File: config.mk
export PLATFORM = sky130hd
export DESIGN_NAME = pattern_scan_ctrl_flat
export DESIGN_NICKNAME = d
export VERILOG_FILES = /design/src/rtl/scan_pkg.sv /design/src/rtl/pattern_scan_ctrl_if.sv /design/src/rtl/pattern_match_unit.sv /design/src/rtl/pattern_scan_ctrl.sv /design/src/flat_wrapper.sv
export SDC_FILE = /design/constraint.sdc
export NUM_CORES = 1
export LEC_CHECK = 0
export ABC_CLOCK_PERIOD_IN_PS = 7130
export BUFFER_PORTS_ARGS = -buffer_cell sky130_fd_sc_hd__buf_4
export CAP_MARGIN = 10
export CORE_MARGIN = 1
export CORE_UTILIZATION = 60
export DETAILED_ROUTE_END_ITERATION = 6
export GPL_ROUTABILITY_DRIVEN = 0
export MAX_ROUTING_LAYER = met4
export PLACE_DENSITY = 0.8
export SYNTH_ARGS = -nofsm -noshare
export SYNTH_HDL_FRONTEND = slang
export SYNTH_SLANG_ARGS = --single-unit
File: constraint.sdc
create_clock -name clk -period 7.13 [get_ports clk]
set_input_delay 0 -clock clk [delete_from_list [all_inputs] [get_ports clk]]
set_output_delay 0 -clock clk [all_outputs]
set_load 0.05 [all_outputs]
File: src/rtl/scan_pkg.sv
// Shared types and default constants for the pattern scan engine.
package scan_pkg;

  localparam int         PAT_W        = 5;
  localparam int         IDX_W        = 6;
  localparam int         N_BYTES_DEF  = 32;
  localparam logic [7:0] PAT_ADDR_DEF = 8'd32;
  localparam logic [7:0] RES_ADDR_DEF = 8'd33;

  typedef enum logic [2:0] {
    S_IDLE     = 3'd0,
    S_LOAD_PAT = 3'd1,
    S_SCAN     = 3'd2,
    S_WR_CTB   = 3'd3,
    S_WR_CTO   = 3'd4,
    S_WR_CTS   = 3'd5,
    S_DONE     = 3'd6
  } scan_state_t;

endpackage

File: src/rtl/pattern_scan_ctrl_if.sv
// Control and data-memory port of the pattern scan engine.
//
// Handshake: req is a start request sampled only while the engine is idle
// (IDLE or DONE); any req seen while busy is dropped. done stays high from
// completion until the next accepted req. The memory side is a single port:
// mem_rd_data is an asynchronous read of mem_addr in the same cycle, and a
// cycle with mem_wr_en=1 commits mem_wr_data to mem_addr on the next edge.
interface pattern_scan_ctrl_if;
  import scan_pkg::*;

  logic        req;
  logic        done;
  logic        busy;
  logic [7:0]  mem_addr;
  logic        mem_wr_en;
  logic [7:0]  mem_wr_data;
  logic [7:0]  mem_rd_data;
  scan_state_t dbg_state;

  modport master (
    input  req, mem_rd_data,
    output done, busy, mem_addr, mem_wr_en, mem_wr_data, dbg_state
  );

  modport slave (
    output req, mem_rd_data,
    input  done, busy, mem_addr, mem_wr_en, mem_wr_data, dbg_state
  );

endinterface

File: src/rtl/pattern_match_unit.sv
// Combinational 5-bit window matcher for one scanned byte.
// intra_cnt : windows fully inside cur (4 positions).
// cross_cnt : windows whose last bit lies in cur (8 positions, reaching into
//             prev[3:0]); for the first byte there is no previous byte, so it
//             falls back to the intra count.
module pattern_match_unit
  import scan_pkg::*;
(
  input  logic [PAT_W-1:0] pat,
  input  logic [3:0]       prev,
  input  logic [7:0]       cur,
  input  logic             first,
  output logic [2:0]       intra_cnt,
  output logic             any_match,
  output logic [3:0]       cross_cnt
);

  logic [11:0] w;

  assign w = {prev, cur};

  // Count matching windows inside the byte and across the byte boundary.
  always_comb begin
    intra_cnt = '0;
    cross_cnt = '0;
    for (int k = 0; k < 4; k++) begin
      if (cur[k +: PAT_W] == pat) intra_cnt = intra_cnt + 3'd1;
    end
    for (int k = 0; k < 8; k++) begin
      if (w[k +: PAT_W] == pat) cross_cnt = cross_cnt + 4'd1;
    end
    if (first) cross_cnt = {1'b0, intra_cnt};
    any_match = (intra_cnt != 3'd0);
  end

endmodule

File: src/rtl/pattern_scan_ctrl.sv
// Pattern scan engine: loads a 5-bit pattern, scans N_BYTES bytes of data
// memory, and writes the byte-internal, byte-hit and full-string counts.
module pattern_scan_ctrl
  import scan_pkg::*;
#(
  parameter int         N_BYTES  = N_BYTES_DEF,
  parameter logic [7:0] PAT_ADDR = PAT_ADDR_DEF,
  parameter logic [7:0] RES_ADDR = RES_ADDR_DEF
) (
  input  logic                clk,
  input  logic                reset,
  pattern_scan_ctrl_if.master bus
);

  localparam logic [IDX_W-1:0] LAST_IDX = IDX_W'(N_BYTES - 1);

  scan_state_t      state_q, state_d;
  logic [IDX_W-1:0] idx_q;
  logic [PAT_W-1:0] pat_q;
  logic [3:0]       prev_q;
  logic [7:0]       ctb_q, cto_q, cts_q;

  logic [2:0]       intra_cnt;
  logic             any_match;
  logic [3:0]       cross_cnt;
  logic             idle_like;

  assign idle_like     = (state_q == S_IDLE) || (state_q == S_DONE);
  assign bus.done      = (state_q == S_DONE);
  assign bus.busy      = !idle_like;
  assign bus.dbg_state = state_q;

  pattern_match_unit u_match (
    .pat       (pat_q),
    .prev      (prev_q),
    .cur       (bus.mem_rd_data),
    .first     (idx_q == '0),
    .intra_cnt (intra_cnt),
    .any_match (any_match),
    .cross_cnt (cross_cnt)
  );

  // State register; reset returns to IDLE from anywhere.
  always_ff @(posedge clk) begin
    if (!reset) state_q <= S_IDLE;
    else        state_q <= state_d;
  end

  // Next-state and memory-port decode from the current state and index.
  always_comb begin
    state_d         = state_q;
    bus.mem_addr    = '0;
    bus.mem_wr_en   = 1'b0;
    bus.mem_wr_data = '0;
    case (state_q)
      S_IDLE, S_DONE: begin
        if (bus.req) state_d = S_LOAD_PAT;
      end
      S_LOAD_PAT: begin
        bus.mem_addr = PAT_ADDR;
        state_d      = S_SCAN;
      end
      S_SCAN: begin
        bus.mem_addr = 8'(idx_q);
        if (idx_q == LAST_IDX) state_d = S_WR_CTB;
      end
      S_WR_CTB: begin
        bus.mem_addr    = RES_ADDR;
        bus.mem_wr_en   = 1'b1;
        bus.mem_wr_data = ctb_q;
        state_d         = S_WR_CTO;
      end
      S_WR_CTO: begin
        bus.mem_addr    = RES_ADDR + 8'd1;
        bus.mem_wr_en   = 1'b1;
        bus.mem_wr_data = cto_q;
        state_d         = S_WR_CTS;
      end
      S_WR_CTS: begin
        bus.mem_addr    = RES_ADDR + 8'd2;
        bus.mem_wr_en   = 1'b1;
        bus.mem_wr_data = cts_q;
        state_d         = S_DONE;
      end
      default: state_d = S_IDLE;
    endcase
  end

  // Datapath: pattern latch, byte index, previous nibble and the counters.
  always_ff @(posedge clk) begin
    if (!reset) begin
      idx_q  <= '0;
      pat_q  <= '0;
      prev_q <= '0;
      ctb_q  <= '0;
      cto_q  <= '0;
      cts_q  <= '0;
    end else begin
      case (state_q)
        S_IDLE, S_DONE: begin
          if (bus.req) begin
            idx_q <= '0;
            ctb_q <= '0;
            cto_q <= '0;
            cts_q <= '0;
          end
        end
        S_LOAD_PAT: begin
          pat_q <= bus.mem_rd_data[7:3];
          idx_q <= '0;
        end
        S_SCAN: begin
          ctb_q  <= ctb_q + {5'd0, intra_cnt};
          cto_q  <= cto_q + {7'd0, any_match};
          cts_q  <= cts_q + {4'd0, cross_cnt};
          prev_q <= bus.mem_rd_data[3:0];
          idx_q  <= idx_q + 1'b1;
        end
        default: ;
      endcase
    end
  end

endmodule

File: src/flat_wrapper.sv
// flat-port wrapper written by rule: the top's interface ports become plain ports
module pattern_scan_ctrl_flat import scan_pkg::*;
#(
  parameter int         N_BYTES  = N_BYTES_DEF,
  parameter logic [7:0] PAT_ADDR = PAT_ADDR_DEF,
  parameter logic [7:0] RES_ADDR = RES_ADDR_DEF
)
  (clk, reset, bus_req, bus_mem_rd_data, bus_done, bus_busy, bus_mem_addr, bus_mem_wr_en, bus_mem_wr_data, bus_dbg_state);
  pattern_scan_ctrl_if bus_i ();
  input  logic clk;
  input  logic reset;
  input wire logic [$bits(bus_i.req)-1:0] bus_req;
  input wire logic [$bits(bus_i.mem_rd_data)-1:0] bus_mem_rd_data;
  output wire logic [$bits(bus_i.done)-1:0] bus_done;
  output wire logic [$bits(bus_i.busy)-1:0] bus_busy;
  output wire logic [$bits(bus_i.mem_addr)-1:0] bus_mem_addr;
  output wire logic [$bits(bus_i.mem_wr_en)-1:0] bus_mem_wr_en;
  output wire logic [$bits(bus_i.mem_wr_data)-1:0] bus_mem_wr_data;
  output wire logic [$bits(bus_i.dbg_state)-1:0] bus_dbg_state;
  assign bus_i.req = bus_req;
  assign bus_i.mem_rd_data = bus_mem_rd_data;
  assign bus_done = bus_i.done;
  assign bus_busy = bus_i.busy;
  assign bus_mem_addr = bus_i.mem_addr;
  assign bus_mem_wr_en = bus_i.mem_wr_en;
  assign bus_mem_wr_data = bus_i.mem_wr_data;
  assign bus_dbg_state = bus_i.dbg_state;
  pattern_scan_ctrl #(.N_BYTES(N_BYTES), .PAT_ADDR(PAT_ADDR), .RES_ADDR(RES_ADDR)) u_core (.clk(clk), .reset(reset), .bus(bus_i));
endmodule
==> summary.txt <==
status - finished, final reports clean
multiplexer share of the synthesized area - 5.85%
Hold Fails Final Rpt - 0
#FFs+latches synth - 42
worst-margin pin slew - 1.13 ns
Layout area overhead - 8.33%
Cell Rows - 27
Max-cap violations - 0
# hold bufs at CTS - 3
footprint of the multi-input gates - 2540 um^2
slowest CP cell - dfxtp_1
syn avg cell area - 7.81 um^2
DR DRC count - 0
met3 wire length - 292 um
Clock Sink Count - 42
worst stage delay on the critical path - 0.62 ns
WP data arrival - 6.36 ns
count of input and output buffers - 30
Distinct cells, synth - 59
setup TNS - 0 ns
FMAX - 0.164 GHz
Starting Density - 63.7%
Post-Synth XOR/XNOR Area - 15.7%
Finished Cell Area - 3890 um^2
num ports - 33
Crit Path Class - flip-flop to flip-flop
cell mode on critical path - ha_1
startpoint types - flip-flop
Root Buffer - clkbuf_8
first-pass GRT wire length - 13500 um
count of final setup violators - 0
VDD IR-drop max - 0.125 mV
Syn Std Cell Area - 3590 um^2
fin crit share - 85.7%
Req. time, crit path - 7.38 ns
PostCTS Resize Cnt - 0
endpoint class of the critical path - flip-flop
Ys Warns - 0
Leak - 1.54 nW
HPWL Detailed - 5900 um
global route overflow - 0
htree depth - 2
CTS buffer count - 5
area occupied by registers - 841 um^2
complex-gate fraction of the synthesized area - 16.0%
layout cell share with drive strength beyond 1 - 11.2%
Hold Crit Class - input pin to flip-flop
async set-reset flop share out of synthesis - 0%
met2 wire len - 3660 um
min Tclk post-route - 6.11 ns
filler cell count - 469
RSZ-0062 raised after global routing - false
Die Wd - 79.4 um
max-slew violations - 0
simple-gate share of the synthesized area - 25.9%
Synth Flop Type - dfxtp_1
placed insts - 533
GR Util All Layers - 28.1%
clock tree buffer depth - 2
Post-CTS Setup Bufs - 0
wire per inst - 14.9 um
DRT Pass-1 Iters - 4
n_diodes - 0
EDFF count, synth - 0
die area - 6300 um^2
Syn Inst Count - 460
area share of fa/ha/maj cells after synthesis - 7.18%
Final WS setup - 1.02 ns
CTS tree - built
largest net degree at the start of global routing - 40
Setup WS pre-CTS - 1.18 ns
Routed Antenna Nets - 0
aggregate routed wire length - 8080 um
Finished Layout Cells - 544
met1 WL - 4020 um
Max FO, Critical Path - 9
Reg clk slew, reported paths - 0.09 ns
DR vias - 3144
DRT iter0 DRCs - 231
Slew headroom - 24.2%
largest family of logic cells by synthesized area - simple AND/OR/NAND/NOR gates
number of antenna violations at the first check in global routing - 0
hold_ws - 0.0287 ns
part of the Yosys area used for sequential elements - 23.4%
core area - 5640 um^2
Pwr Total - 0.586 mW
Die Y - 79.4 um
Max Used Layer - met4
Final Util - 69.0%
Post-DP Area - 3760 um^2
Worst-Skew Late Latency - 0.30 ns
Post-layout nets - 502
clk_skew - 0.0130 ns
number of global-route vias before repair - 2919
Via density - 5.78
PwrDens - 151 nW/um^2
synth_stat cells, types with 5 or more instances:
master | instances | area, um^2
a21boi_0 | 13 | 97.6
a21oi_1 | 14 | 70.1
and2_1 | 14 | 87.6
and3_1 | 5 | 31.3
buf_2 | 5 | 25.0
buf_4 | 6 | 45.0
clkbuf_1 | 18 | 67.6
dfxtp_1 | 42 | 841
ha_1 | 19 | 238
inv_1 | 13 | 48.8
mux2i_1 | 21 | 210
nand2_1 | 53 | 199
nand2b_1 | 9 | 56.3
nand3_1 | 35 | 175
nand4_1 | 7 | 43.8
nor2_1 | 22 | 82.6
nor2b_1 | 14 | 87.6
nor3_1 | 9 | 45.0
o21ai_0 | 29 | 145
xnor2_1 | 40 | 350
xor2_1 | 22 | 193
area by class of cell:
| class | count | share of cell area, % |
|---|---|---|
| clock buffers | 6 | 2.12 |
| clock inverters | 2 | 0.322 |
| inverters | 15 | 1.45 |
| multi-input cells | 373 | 65.4 |
| flip-flops and latches | 42 | 21.6 |
| well taps | 72 | 2.32 |
| repair buffers | 34 | 6.75 |
sequential cells by signal, summed over array words and instances, names as in the netlist:
name and count:
u_core.prev_q 4, u_core.pat_q 5, u_core.cts_q 8, u_core.bus.dbg_state 3
u_core.ctb_q 8, u_core.idx_q 6, u_core.cto_q 8
kinds of logic after synthesis:
kind of cell,Yosys count
other,1
XOR/XNOR,63
AND/OR/NAND/NOR,183
adder cells (fa/ha/maj),20
buffers and inverters,46
multiplexers,21
AO/OA/AOI/OAI,84
flip-flops,42
critical path, delay by kind of cell (launching register included):
kind | cells | cell delay [ns]
buffers and inverters | 2 | 0.27
adders and majority gates | 6 | 1.81
AOI/OAI and AO/OA | 10 | 1.99
and+or+nand+nor | 8 | 0.93
xor gates and xnor gates | 3 | 0.43
DFF | 1 | 0.62
worst paths after layout:
kind / start / to / slack (ns) / cells past startpoint
setup / recovery: u_core.pat_q[2]$_SDFFE_PN0P_ / u_core.cts_q[7]$_SDFFE_PN0P_ / 1.02 / 29
hold / removal: bus_mem_rd_data[3] / u_core.prev_q[3]$_SDFFE_PN0P_ / 0.03 / 3
setup reg to reg: u_core.pat_q[2]$_SDFFE_PN0P_ / u_core.cts_q[7]$_SDFFE_PN0P_ / 1.02 / 29
hold reg to reg: u_core.prev_q[3]$_SDFFE_PN0P_ / u_core.prev_q[3]$_SDFFE_PN0P_ / 0.49 / 2
per-layer routing:
metal / GRT usage [%] / vias up
met3: 4.37 / 11
met4: 9.64 / 0
met2: 43.0 / 79
met1: 37.6 / 1457
met5: - / -
li1: - / 1597
cells in the final DEF (no fill, tap or decap), types with 3 or more instances in the layout:
master         instances
or2_2                  3
nor3_1                 9
and3_1                 5
inv_1                 13
dfxtp_1               42
a21boi_0              13
nor2b_1               14
a21oi_1               14
xnor2_1               40
buf_4                 31
mux2i_1               21
nand2_1               53
clkbuf_8               6
o21ai_0               29
a31oi_1                3
nand2b_1               9
dlygate4sd3_1          3
nand4_1                7
nor2_1                22
nand3_1               35
xor2_1                22
ha_1                  19
and2_1                14
nor3b_1                3
report_power, final:
part           switching [mW]  leakage [nW]  internal, mW  total, mW
logic                   0.101          1.15        0.0646      0.165
clock network          0.0890        0.0472        0.0780      0.167
registers              0.0146         0.339         0.240      0.254
total                   0.204          1.54         0.382      0.586
Power figures use the tool's default switching activity.
